===== src/rtl/alu_op_sequencer.sv =====
// alu_op_sequencer: round-robin two-requester scheduler for the shared 4-bit two-lane ALU
// Ports:
//   wb_clk_i, wb_rst_i        clock, asynchronous active-high reset
//   reqN_valid/ready/a/b/sel  op request from requester N (ready is combinational)
//   rspN_valid/ready/data     result {carry, out[3:0]} back to requester N
//   alu_a/b/sel/active        ALU drive, active 2'b00 = enabled, 2'b11 = idle
//   alu_out, alu_carry        ALU result
//   busy                      sequencer not idle
//   op_cnt0/op_cnt1           completed response handshakes per requester (ALU_OPCOUNT_EN only)
module alu_op_sequencer #(
   parameter int ALU_LAT = 1
) (
   input  logic       wb_clk_i,
   input  logic       wb_rst_i,
   input  logic       req0_valid,
   output logic       req0_ready,
   input  logic [3:0] req0_a,
   input  logic [3:0] req0_b,
   input  logic [1:0] req0_sel,
   input  logic       req1_valid,
   output logic       req1_ready,
   input  logic [3:0] req1_a,
   input  logic [3:0] req1_b,
   input  logic [1:0] req1_sel,
   output logic       rsp0_valid,
   input  logic       rsp0_ready,
   output logic [4:0] rsp0_data,
   output logic       rsp1_valid,
   input  logic       rsp1_ready,
   output logic [4:0] rsp1_data,
   output logic [3:0] alu_a,
   output logic [3:0] alu_b,
   output logic [1:0] alu_sel,
   output logic [1:0] alu_active,
   input  logic [3:0] alu_out,
   input  logic       alu_carry,
`ifdef ALU_OPCOUNT_EN
   output logic [7:0] op_cnt0,
   output logic [7:0] op_cnt1,
`endif
   output logic       busy
);
   typedef enum logic [1:0] {IDLE, ISSUE, WAIT, RESP} state_t;
   state_t     state;
   logic       rr_ptr;
   logic       owner;
   logic [3:0] lat_cnt;
   // rr_ptr wins a tie; a lone valid wins regardless; gated by reset so nothing is granted while held
   assign req0_ready = ~wb_rst_i & (state == IDLE) & req0_valid & (~rr_ptr | ~req1_valid);
   assign req1_ready = ~wb_rst_i & (state == IDLE) & req1_valid & (rr_ptr | ~req0_valid);
   assign busy = state != IDLE;
   // ALU drive is loaded on the accept edge so it is already valid throughout ISSUE
   always_ff @(posedge wb_clk_i or posedge wb_rst_i) begin
      if (wb_rst_i) begin
         state      <= IDLE;
         rr_ptr     <= 1'b0;
         owner      <= 1'b0;
         lat_cnt    <= 4'd0;
         alu_a      <= 4'd0;
         alu_b      <= 4'd0;
         alu_sel    <= 2'd0;
         alu_active <= 2'b11;
         rsp0_valid <= 1'b0;
         rsp1_valid <= 1'b0;
         rsp0_data  <= 5'd0;
         rsp1_data  <= 5'd0;
`ifdef ALU_OPCOUNT_EN
         op_cnt0    <= 8'd0;
         op_cnt1    <= 8'd0;
`endif
      end else begin
         case (state)
            IDLE: if (req0_ready | req1_ready) begin
               owner      <= req1_ready;
               alu_a      <= req1_ready ? req1_a : req0_a;
               alu_b      <= req1_ready ? req1_b : req0_b;
               alu_sel    <= req1_ready ? req1_sel : req0_sel;
               alu_active <= 2'b00;
               state      <= ISSUE;
            end
            ISSUE: begin
               lat_cnt <= 4'(ALU_LAT - 1);
               state   <= WAIT;
            end
            WAIT: if (lat_cnt == 4'd0) begin
               rsp0_data  <= owner ? rsp0_data : {alu_carry, alu_out};
               rsp1_data  <= owner ? {alu_carry, alu_out} : rsp1_data;
               rsp0_valid <= ~owner;
               rsp1_valid <= owner;
               alu_a      <= 4'd0;
               alu_b      <= 4'd0;
               alu_sel    <= 2'd0;
               alu_active <= 2'b11;
               state      <= RESP;
            end else begin
               lat_cnt <= lat_cnt - 4'd1;
            end
            RESP: if (owner ? rsp1_ready : rsp0_ready) begin
               rsp0_valid <= 1'b0;
               rsp1_valid <= 1'b0;
               rr_ptr     <= ~owner;
               state      <= IDLE;
`ifdef ALU_OPCOUNT_EN
               op_cnt0    <= owner ? op_cnt0 : op_cnt0 + 8'd1;
               op_cnt1    <= owner ? op_cnt1 + 8'd1 : op_cnt1;
`endif
            end
         endcase
      end
   end
endmodule


===== config.mk =====
export PLATFORM = sky130hd
export DESIGN_NAME = alu_op_sequencer
export DESIGN_NICKNAME = d
export VERILOG_FILES = /design/src/rtl/alu_op_sequencer.sv
export SDC_FILE = /design/constraint.sdc
export NUM_CORES = 1
export LEC_CHECK = 0
export BUFFER_PORTS_ARGS = -buffer_cell sky130_fd_sc_hd__buf_4
export CORE_ASPECT_RATIO = 0.5
export CORE_MARGIN = 5
export CORE_UTILIZATION = 45
export CTS_BUF_LIST = sky130_fd_sc_hd__clkbuf_8
export DETAILED_ROUTE_END_ITERATION = 16
export PLACE_DENSITY = 0.73
export SLEW_MARGIN = 20
export SYNTH_ARGS = -nofsm -noshare
export SYNTH_HDL_FRONTEND = slang
export SYNTH_SLANG_ARGS = --single-unit

===== constraint.sdc =====
create_clock -name wb_clk_i -period 2.4 [get_ports wb_clk_i]
set_input_delay 0.24 -clock wb_clk_i [delete_from_list [all_inputs] [get_ports wb_clk_i]]
set_output_delay 0.24 -clock wb_clk_i [all_outputs]
set_load 0.02 [all_outputs]

# Word-level counts from Yosys, hierarchy flattened
# Cells that the tools add are included.
[totals] wordCells=72 out_inout_bits=27 inputBits=31 register_bits=32
[op_classes] n_bitwise=13 n_reduce_logical=14 n_mux=25 n_eq_ne=7 addsub=1
[op_table] op="4-bit 2-to-1 mux" n=6
[op_table] op="4-bit one-hot mux with 2 select lines" n=3
[op_table] op="3-bit AND reduction" n=5
[op_table] op="2-bit 2-to-1 mux" n=7
[op_table] op="2-bit one-hot mux with 2 select lines" n=2
[op_table] op="2-bit one-hot mux with 4 select lines" n=1
[op_table] op="2-bit nonzero test" n=4
[op_table] op="2-bit != test, second input constant" n=3
[op_table] op="2-bit AND reduction" n=3
[op_table] op="1-bit bitwise AND" n=5
[op_table] op="1-bit NOT" n=5
[op_table] op="2-bit == test, second input constant" n=2
[op_table] op="4-bit logical NOT" n=1
[op_table] op="1-bit 2-to-1 mux" n=4
[op_table] op="1-bit one-hot mux with 2 select lines" n=2
[op_table] op="4-bit by 1-bit subtractor with 4-bit output, second input constant" n=1
[op_table] op="1-bit OR" n=3
[op_table] op="2-bit by 1-bit == test with 1-bit output, second input constant" n=1
[op_table] op="2-bit logical NOT" n=1
[op_table] op="2-bit by 1-bit != test with 1-bit output, second input constant" n=1

# Depth between registers and ports, before layout
# Gate-level depths: netlist (run 1).
[logic_depth] ltp_word=7 depth_mapped=8 mapped_depth_nobuf=6

# Least setup slack after synthesis (run 1)
# OpenSTA, ideal clock, no wires.
[synth_timing] kind="flip-flop to flip-flop" startpoint="reg lat_cnt[0]" endpoint="reg state[1]" setup_slack_ps=685 t_required_ps=2275 setup_time_ps=125 path_buffers=1 period_less_slack_ps=1715 arrival_ps=1590 stages_incl_launch_ff=8 path_cell_list="dfrtp_1 -> inv_1 -> ha_1 -> or3b_1 -> buf_6 -> nand2_1 -> nand3_2 -> mux2_4"
[synth_between] elab_chain_len=3
[synth_rtl] item="start: declaration" line="47" text="logic [3:0] lat_cnt;"
[synth_rtl] item="start signal: assignment" line="82" text="lat_cnt <= 4'(ALU_LAT - 1);"
[synth_rtl] item="start signal: assignment" line="96" text="lat_cnt <= lat_cnt - 4'd1;"
[synth_rtl] item="4-bit logical NOT" line="85" text="WAIT: if (lat_cnt == 4'd0) begin"
[synth_rtl] item="2-bit != test (no line)"
[synth_rtl] item="3-bit AND reduction (no line)"
[synth_rtl] item="end signal: assignment" line="83" text="state <= WAIT;"
[synth_rtl] item="end signal: assignment" line="94" text="state <= RESP;"
[synth_rtl] item="end signal: assignment" line="102" text="state <= IDLE;"
[synth_rtl] item="end: declaration" line="44" text="state_t state;"
# Every way passes these cells.
# A chain may end at the register's enable or synchronous reset.

# Final worst setup path (run 1)
[layout_timing] startpoint="reg state[0]" endpoint="out req1_ready"
[layout_between] elab_chain_len=4
[layout_rtl] item="start signal: assignment" line="55" text="state <= IDLE;"
[layout_rtl] item="start signal: assignment" line="79" text="state <= ISSUE;"
[layout_rtl] item="start signal: assignment" line="83"
[layout_rtl] item="2-bit logical NOT" line="50" text="assign req1_ready = ~wb_rst_i & (state == IDLE) & req1_valid & (rr_ptr | ~req0_valid);"
[layout_rtl] item="1-bit bitwise AND (3 in series)" line="50"
[layout_rtl] item="end: declaration" line="21" text="output logic req1_ready,"
# Every way passes these cells.

==> results of run 1 <==
==> report_power, final <==
group          switching, mW  total (mW)  internal, mW
Sequential             0.148       0.914         0.766
Clock                  0.194       0.530         0.336
Combinational          0.812        1.53         0.722
==> Yosys cell counts (2+ instances only) <==
library cell / n
a21oi_1: 3
inv_1: 7
nand3b_1: 10
a22o_1: 4
buf_4: 2
o21bai_1: 2
buf_6: 2
or3b_2: 3
or3b_1: 8
nor3b_1: 2
mux2_2: 11
o21ai_0: 7
ha_1: 7
nand3_1: 2
dfrtp_1: 30
nor3_1: 2
nor2_1: 14
a31oi_1: 10
clkbuf_1: 5
nand2b_1: 3
nand2_1: 12
==> metal layers <==
metal	GRT usage, %	vias to the layer above	wire (um)
li1	-	681	-
met1	20.8	649	1680
met2	26.7	35	1830
met3	4.97	2	225
met4	6.05	0	27
met5	0	-	0
==> layout make-up <==
type                            count  area [um2]
Multi-Input combinational cell    112         815
Clock buffer                        6        82.6
Sequential cell                    31         777
Fill cell                         299        1250
Timing Repair Buffer               61         458
Clock inverter                      2        35.0
Tap cell                           51        63.8
Inverter                            7        26.3
==> through the flow <==
stage / hold WS, ns / std cells / setup WS (ns) / area, um2 / power [mW]
floorplan: 0.343 / 160 / 0.685 / 1680 / 1.93
global placement: 0.355 / 262 / 0.553 / 2140 / 2.43
detailed placement: 0.371 / 262 / 0.405 / 2140 / 2.48
CTS: 0.0719 / 270 / 0.326 / 2260 / 3.01
global route: 0.106 / 270 / 0.174 / 2260 / 3.20
finish: 0.0566 / 270 / 0.325 / 2260 / 2.98
==> critical path, cell delays in order (launching register included) <==
cell	delay [ns]
dfrtp_1	0.40
inv_1	0.12
ha_1	0.31
nor2b_4	0.20
and3_4	0.33
buf_4	0.19
==> logic make-up after synthesis <==
group | count (synthesis)
buffers and inverters | 17
and+or+nand+nor | 62
DFF | 31
muxes | 13
AOI/OAI and AO/OA | 30
adders and majority gates | 7
==> worst max path at each step <==
stage / from / end / slack, ns / depth (start not counted)
2_1_floorplan: lat_cnt[0] / state[1] / 0.69 / 7
3_3_place_gp: state[1] / alu_a[2] / 0.55 / 6
3_5_place_dp: lat_cnt[0] / rsp1_data[1] / 0.40 / 5
4_1_cts: state[0] / req1_ready / 0.33 / 5
5_1_grt: state[0] / req1_ready / 0.17 / 5
6_report: state[0] / req1_ready / 0.33 / 5
==> sequential cells by signal (all words and copies together), names as in the netlist <==
signal	cells
rsp0_valid	1
lat_cnt	4
alu_sel	2
rsp1_valid	1
alu_a	4
rsp0_data	5
state	2
alu_active	1
rsp1_data	5
owner	1
alu_b	4
rr_ptr	1
==> results.ini, run 1 <==
[timing]
hold_viol=0
setup_tns_ns=0
fmax_mhz=482
max_slew_margin_pct=60.0
post-route-period-util_pct=86.4
worstMarginPinSlew_ns=0.599
finalCriticalPeriod_ns=2.07
rsz0062_at_grt=no
skew_ns=0.00789
slew_viol_final=0
finalSetupViolCount=0

[clock_tree]
clockBufferDepth=2
clk_latency_ns=0.28
clkTransAtPathRegs_ns=0.07
cts_resized=0
cts_tree=done
holdBufCountCts=0
htreeDepth=2
cts.sinks=31
cts-root-buf=clkbuf_8
cts_made_buffers=5
post-cts-setup-buffer-count=0

[power]
leakage_nw=1.07
powerDensity_nw_per_um2=1320
peakVddDrop_v=0.000605

[routing]
first_pass_iters=4
postRouteAntennaNets=0
drt_iter0_markers=45
vias=1367
drc=0
wl_per_cell_um=13.9
drt-total-wl_um=3770
via_per_inst=5.06

[logic_synthesis]
async_flop_share_pct=100
synthXorXnorAreaFrac_pct=0
synth_nets=198
synth-seq-cells=31
synth_top_area_share_pct=44.7
ys_seq_area_share_pct=46.3
yosys_warnings=0
ys.flop_type=dfrtp_1
synth-compound-area-share_pct=11.6
avgSynthCellArea_um2=10.5
synth_edf_count=0
ys_top_cells_by_area=dfrtp_1 (45%), mux2_2 (7.4%), ha_1 (5.2%)
synth_top_family_by_area=simple AND/OR/NAND/NOR gates
synth_area_um2=1680
synthSimpleGateAreaFrac_pct=22.8
synth_largest_area_cell=dfrtp_1
synthMuxAreaShare_pct=8.87
netlist_instances=160
synth_cell_types=35
yosys.area_share.adder_pct=5.22

[worst_setup_path]
r2r_cells=5
arrival_ns=1.83
start_kind=flop
setup.worst_path.end_class=primary output
r2r-end=rsp1_data[3]
r2r-start=lat_cnt[0]
crit_fanout=22
path_class=reg -> out
worstPathRequired_ns=2.16
setup.reg_to_reg.worst_slack_ns=0.39

[floorplan]
fp-row-count=15
die_x_um=96.4
initial_core_util_pct=47.8
dieArea_um2=5130
core_area_um2=3510
dieHeight_um=53.2
io_pins=58

[grt]
grt_pass1_vias=1390
grt-ovfl-total=0
grt_max_degree=37
track_usage_pct=16.5
grt_pass1_wl_um=6420
grt_antenna_before_repair=0

[worst_hold_path]
hp-class=in -> async

[placement]
place_hpwl_um=2890
place.gp.congestion=0.823
io_buffers=57

[cells_and_area]
layout_common_cells=buf_4 (61), dfrtp_1 (30), nor2_1 (14), nand2_1 (12), mux2_2 (11)
area_growth_pct=34.4
layout_commonest_cell=buf_4
final_util_pct=64.3
nets=256
antenna_cells=0
layout-drive-gt1-share_pct=40.6

[run_status]
status=finished, final reports clean

[run]
cap_violations=0

Note: power is estimated with default switching activity, not from simulation.
==> run 2: changes to the inputs <==
Settings changed: CORE_UTILIZATION 45 to 49, CTS_BUF_LIST sky130_fd_sc_hd__clkbuf_8 to sky130_fd_sc_hd__clkbuf_16, PLACE_DENSITY 0.73 to 0.78, SETUP_SLACK_MARGIN from default to 0.02.
==> results.ini, run 2 (same netlist as run 1, synthesis figures left out) <==
[worst_setup_path]
r2r-end=rsp1_data[4]
path_class=reg -> out
r2r_cells=5
start_kind=flop
setup.worst_path.end_class=primary output
crit_fanout=22
arrival_ns=1.85
setup.reg_to_reg.worst_slack_ns=0.31
worstPathRequired_ns=2.16
r2r-start=lat_cnt[0]

[timing]
fmax_mhz=478
hold_viol=0
setup_tns_ns=0
post-route-period-util_pct=87.2
skew_ns=0.00529
slew_viol_final=0
worstMarginPinSlew_ns=0.599
finalCriticalPeriod_ns=2.09
rsz0062_at_grt=no
finalSetupViolCount=0
hold_slack_ns=0.0649
max_slew_margin_pct=60.0
setup_ws_ns=0.307

[grt]
grt-ovfl-total=0
grt_pass1_wl_um=7000
met2_usage_pct=33.3
grt_use_met1_pct=22.9
track_usage_pct=19.1
top_usage_layer=met2
grt_max_degree=37
grt_pass1_vias=1400
grt_antenna_before_repair=0
use_met3_pct=5.29

[routing]
first_pass_iters=4
wl_per_cell_um=16.2
drt-total-wl_um=4220
postRouteAntennaNets=0
drc=0
vias=1414
via_per_inst=5.44
drt_iter0_markers=89

[run]
cap_violations=0

[clock_tree]
cts.sinks=31
cts_resized=0
clockBufferDepth=2
cts_made_buffers=5
post-cts-setup-buffer-count=0
htreeDepth=2
clkTransAtPathRegs_ns=0.05
holdBufCountCts=0
cts-root-buf=clkbuf_16
cts_tree=done
clk_latency_ns=0.27

[cells_and_area]
num-fill-cells=264
nets=255
layout_common_cells=buf_4 (60), dfrtp_1 (30), nor2_1 (14), nand2_1 (12), mux2_2 (11)
reg_top3=rsp0_data: 5 flops, rsp1_data: 5 flops
final-instance-count-excl-fill=260
area_growth_pct=36.1
antenna_cells=0
layout_commonest_cell=buf_4
stdcell_area_um2=2280
final_util_pct=68.0
layout-drive-gt1-share_pct=39.9

[floorplan]
core_area_um2=3360
dieArea_um2=4770
die_x_um=92.8
fp-row-count=15
dieHeight_um=51.4
initial_core_util_pct=50.0
io_pins=58

[placement]
place_inst=252
place.gp.congestion=0.803
place_worst_setup_slack_ns=0.400
placed_area_um2=2120
place_hpwl_um=2990
io_buffers=57

[power]
leakage_nw=1.08
peakVddDrop_v=0.000507
finalPower_mw=3.19
powerDensity_nw_per_um2=1400

[run_status]
status=finished, final reports clean

[worst_hold_path]
hp-class=in -> async

==> run 2: cell types whose count changed in the layout (fill, tap and decap cells not counted) <==
cell       delta
buf_4         -1
clkbuf_16     +5
clkbuf_8      -6
clkinv_1      +1
==> run 2: cell type report <==
class	instances	area [um2]	share of cell area, %
clock inverters	3	38.8	1.70
inverters	7	26.3	1.15
clock buffers	5	125	5.48
well taps	42	52.6	2.30
multi-input cells	112	815	35.7
flip-flops and latches	31	777	34.0
repair buffers	60	450	19.7
==> run 2: worst max-delay path by stage <==
stage,start,to,depth (start not counted)
detailed placement,lat_cnt[0],rsp1_data[4],5
floorplan,lat_cnt[0],state[1],7
finish,state[0],req1_ready,5
CTS,state[0],req1_ready,5
global route,lat_cnt[0],rsp1_data[4],5
global placement,state[0],alu_a[2],6
==> run 2: power breakdown <==
group	switching [mW]	total [mW]	internal [mW]
logic	0.839	1.56	0.722
clock network	0.223	0.706	0.483
registers	0.157	0.925	0.768
total	1.22	3.19	1.97
==> run 2: worst max-delay path: stages, from the launching register on <==
cell and delay, ns:
dfrtp_1 0.41, inv_1 0.14, ha_1 0.31, nor2b_4 0.19, and3_4 0.33, buf_4 0.19
==> run 2: layer usage <==
layer | wire length [um] | part of all wire (%) | vias to the layer above
met5 | 0 | 0 | -
li1 | - | - | 680
met1 | 1740 | 41 | 672
met4 | 72 | 1.7 | 0
met3 | 289 | 6.8 | 9
met2 | 2120 | 50 | 53
==> run 3: changes to the inputs <==
Settings changed: ABC_AREA from default to 1, CORE_UTILIZATION 49 to 50, PLACE_DENSITY 0.78 to 0.8.
==> results.ini, run 3 <==
[worst_setup_path]
crit_fanout=12
r2r_cells=6
arrival_ns=2.17
path_buf_inv=2
cp_slowest_cell=dfrtp_1
critical_path.max_stage_delay_ns=0.41
r2r-start=state[0]
path_delay_family=simple AND/OR/NAND/NOR gates
worstPathRequired_ns=2.57
path_cells=inv_1, ha_1, inv_1, nor2_2, nand2_1, o21ai_0
crit_top_cell=inv_1
setup.reg_to_reg.worst_slack_ns=0.41
r2r-end=rsp1_data[0]
setup.worst_path.end_class=flop
start_kind=flop
path_class=reg -> reg

[logic_synthesis]
synth_cell_types=26
synthXorXnorAreaFrac_pct=0.516
synth.most_common_cell=nand2_1
synth-seq-cells=31
synthSimpleGateAreaFrac_pct=32.6
synth_top_area_share_pct=44.2
synth_area_um2=1700
yosys_warnings=0
yosys.area_share.adder_pct=5.16
ys_seq_area_share_pct=45.8
synth_edf_count=0
synth_largest_area_cell=dfrtp_1
synthMuxAreaShare_pct=0
avgSynthCellArea_um2=7.72
ys.flop_type=dfrtp_1
synthTopCellsByCount=nand2_1 (79), dfrtp_1 (30), inv_1 (27)
synth-compound-area-share_pct=6.41
ys_top_cells_by_area=dfrtp_1 (44%), nand2_1 (17%), inv_1 (6.0%)
async_flop_share_pct=100
synth_top_family_by_area=simple AND/OR/NAND/NOR gates
synth_nets=258
netlist_instances=220

[grt]
grt-ovfl-total=0
track_usage_pct=19.1
grt_antenna_before_repair=0
grt_pass1_wl_um=7180
grt_pass1_vias=1534
grt_max_degree=24

[power]
powerDensity_nw_per_um2=1450
peakVddDrop_v=0.000765
leakage_nw=1.33

[cells_and_area]
area.sequential_um2=777
reg_top3=rsp0_data: 5 flops, rsp1_data: 5 flops
num-fill-cells=242
area_growth_pct=34.3
antenna_cells=0
layout-drive-gt1-share_pct=30.0
layout_common_cells=nand2_1 (79), buf_4 (58), dfrtp_1 (30), inv_1 (28), nor2_1 (21)
nets=317
layout_commonest_cell=nand2_1
multi_input_area_um2=759
final-instance-count-excl-fill=320

[clock_tree]
cts_made_buffers=5
clk_latency_ns=0.27
holdBufCountCts=0
cts.sinks=31
cts_tree=done
htreeDepth=2
post-cts-setup-buffer-count=0
clockBufferDepth=2
clkTransAtPathRegs_ns=0.05
cts-root-buf=clkbuf_16
cts_resized=0

[timing]
finalCriticalPeriod_ns=1.99
post-route-period-util_pct=83.1
setup_tns_ns=0
hold_viol=10
fmax_mhz=501
slew_viol_final=0
hold_slack_ns=-0.0108
max_slew_margin_pct=71.9
finalSetupViolCount=0
skew_ns=0.00497
rsz0062_at_grt=no
worstMarginPinSlew_ns=0.422

[worst_hold_path]
hp-class=in -> async

[floorplan]
initial_core_util_pct=54.2
dieArea_um2=4730
fp-row-count=14
core_area_um2=3140
die_x_um=92.4
dieHeight_um=51.2
io_pins=58

[run]
cap_violations=0

[routing]
vias=1547
via_per_inst=4.83
wl_per_cell_um=13.0
first_pass_iters=4
drt_iter0_markers=19
drt-total-wl_um=4160
postRouteAntennaNets=0
drc=0

[placement]
place.gp.congestion=0.794
place_hpwl_um=3130
place_inst=312
io_buffers=57

[run_status]
status=finished, violations left
failed_checks=hold timing

[run 3: cell count changes after synthesis, sizes merged, moves of 3 or more]
cell	previous run	this run
nor2	14	24
nand3b	10	0
or3b	11	0
mux2	12	0
nand2b	3	0
clkbuf	5	0
a31oi	10	0
nand3	3	10
nand4	0	4
o21ai	7	16
nand2	12	85
a22o	4	0
inv	7	31
[run 3: cell type report]
type                    count  area share (%)
well taps                  40            2.20
multi-input cells         152            33.3
flip-flops and latches     31            34.1
repair buffers             58            19.1
inverters                  31            5.10
clock buffers               5            5.49
clock inverters             3           0.714
[run 3: through the flow]
stage	setup slack [ns]	instance area (um2)	power, mW	hold slack, ns	utilization, %
2_1_floorplan	0.796	1700	2.15	0.343	-
3_3_place_gp	0.509	2140	2.64	0.283	68.2
3_5_place_dp	0.409	2140	2.71	0.290	68.2
4_1_cts	0.387	2280	3.33	0.00121	72.7
5_1_grt	0.210	2280	3.57	0.0336	72.7
6_report	0.405	2280	3.30	-0.0108	72.7
[run 3: cells by family (layout without fill, tap and decap cells)]
group,after synthesis,after routing
AND/OR/NAND/NOR,124,124
buffers and inverters,37,97
flip-flops,31,31
AO/OA/AOI/OAI,20,20
adder cells (fa/ha/maj),7,7
XOR/XNOR,1,1
[run 3: routing by layer]
| metal | track usage (%) | wire, um |
|---|---|---|
| met1 | 23.4 | 1830 |
| met4 | 7.39 | 66 |
| met2 | 32.8 | 1960 |
| met5 | 0 | 0 |
| met3 | 5.13 | 302 |
[run 3: power by group]
part,leakage [nW],switching (mW),internal [mW]
logic,0.879,1.11,0.656
clock network,0.0710,0.215,0.377
registers,0.385,0.165,0.785
[run 3: worst max-delay path by stage]
stage | from | endpoint | cells after the start
4_1_cts | state[0] | rsp1_data[0] | 6
5_1_grt | state[0] | rsp1_data[0] | 6
2_1_floorplan | state[0] | alu_a[0] | 10
6_report | state[0] | rsp1_data[0] | 6
3_5_place_dp | state[0] | rsp1_data[0] | 6
3_3_place_gp | state[0] | rsp1_data[4] | 7
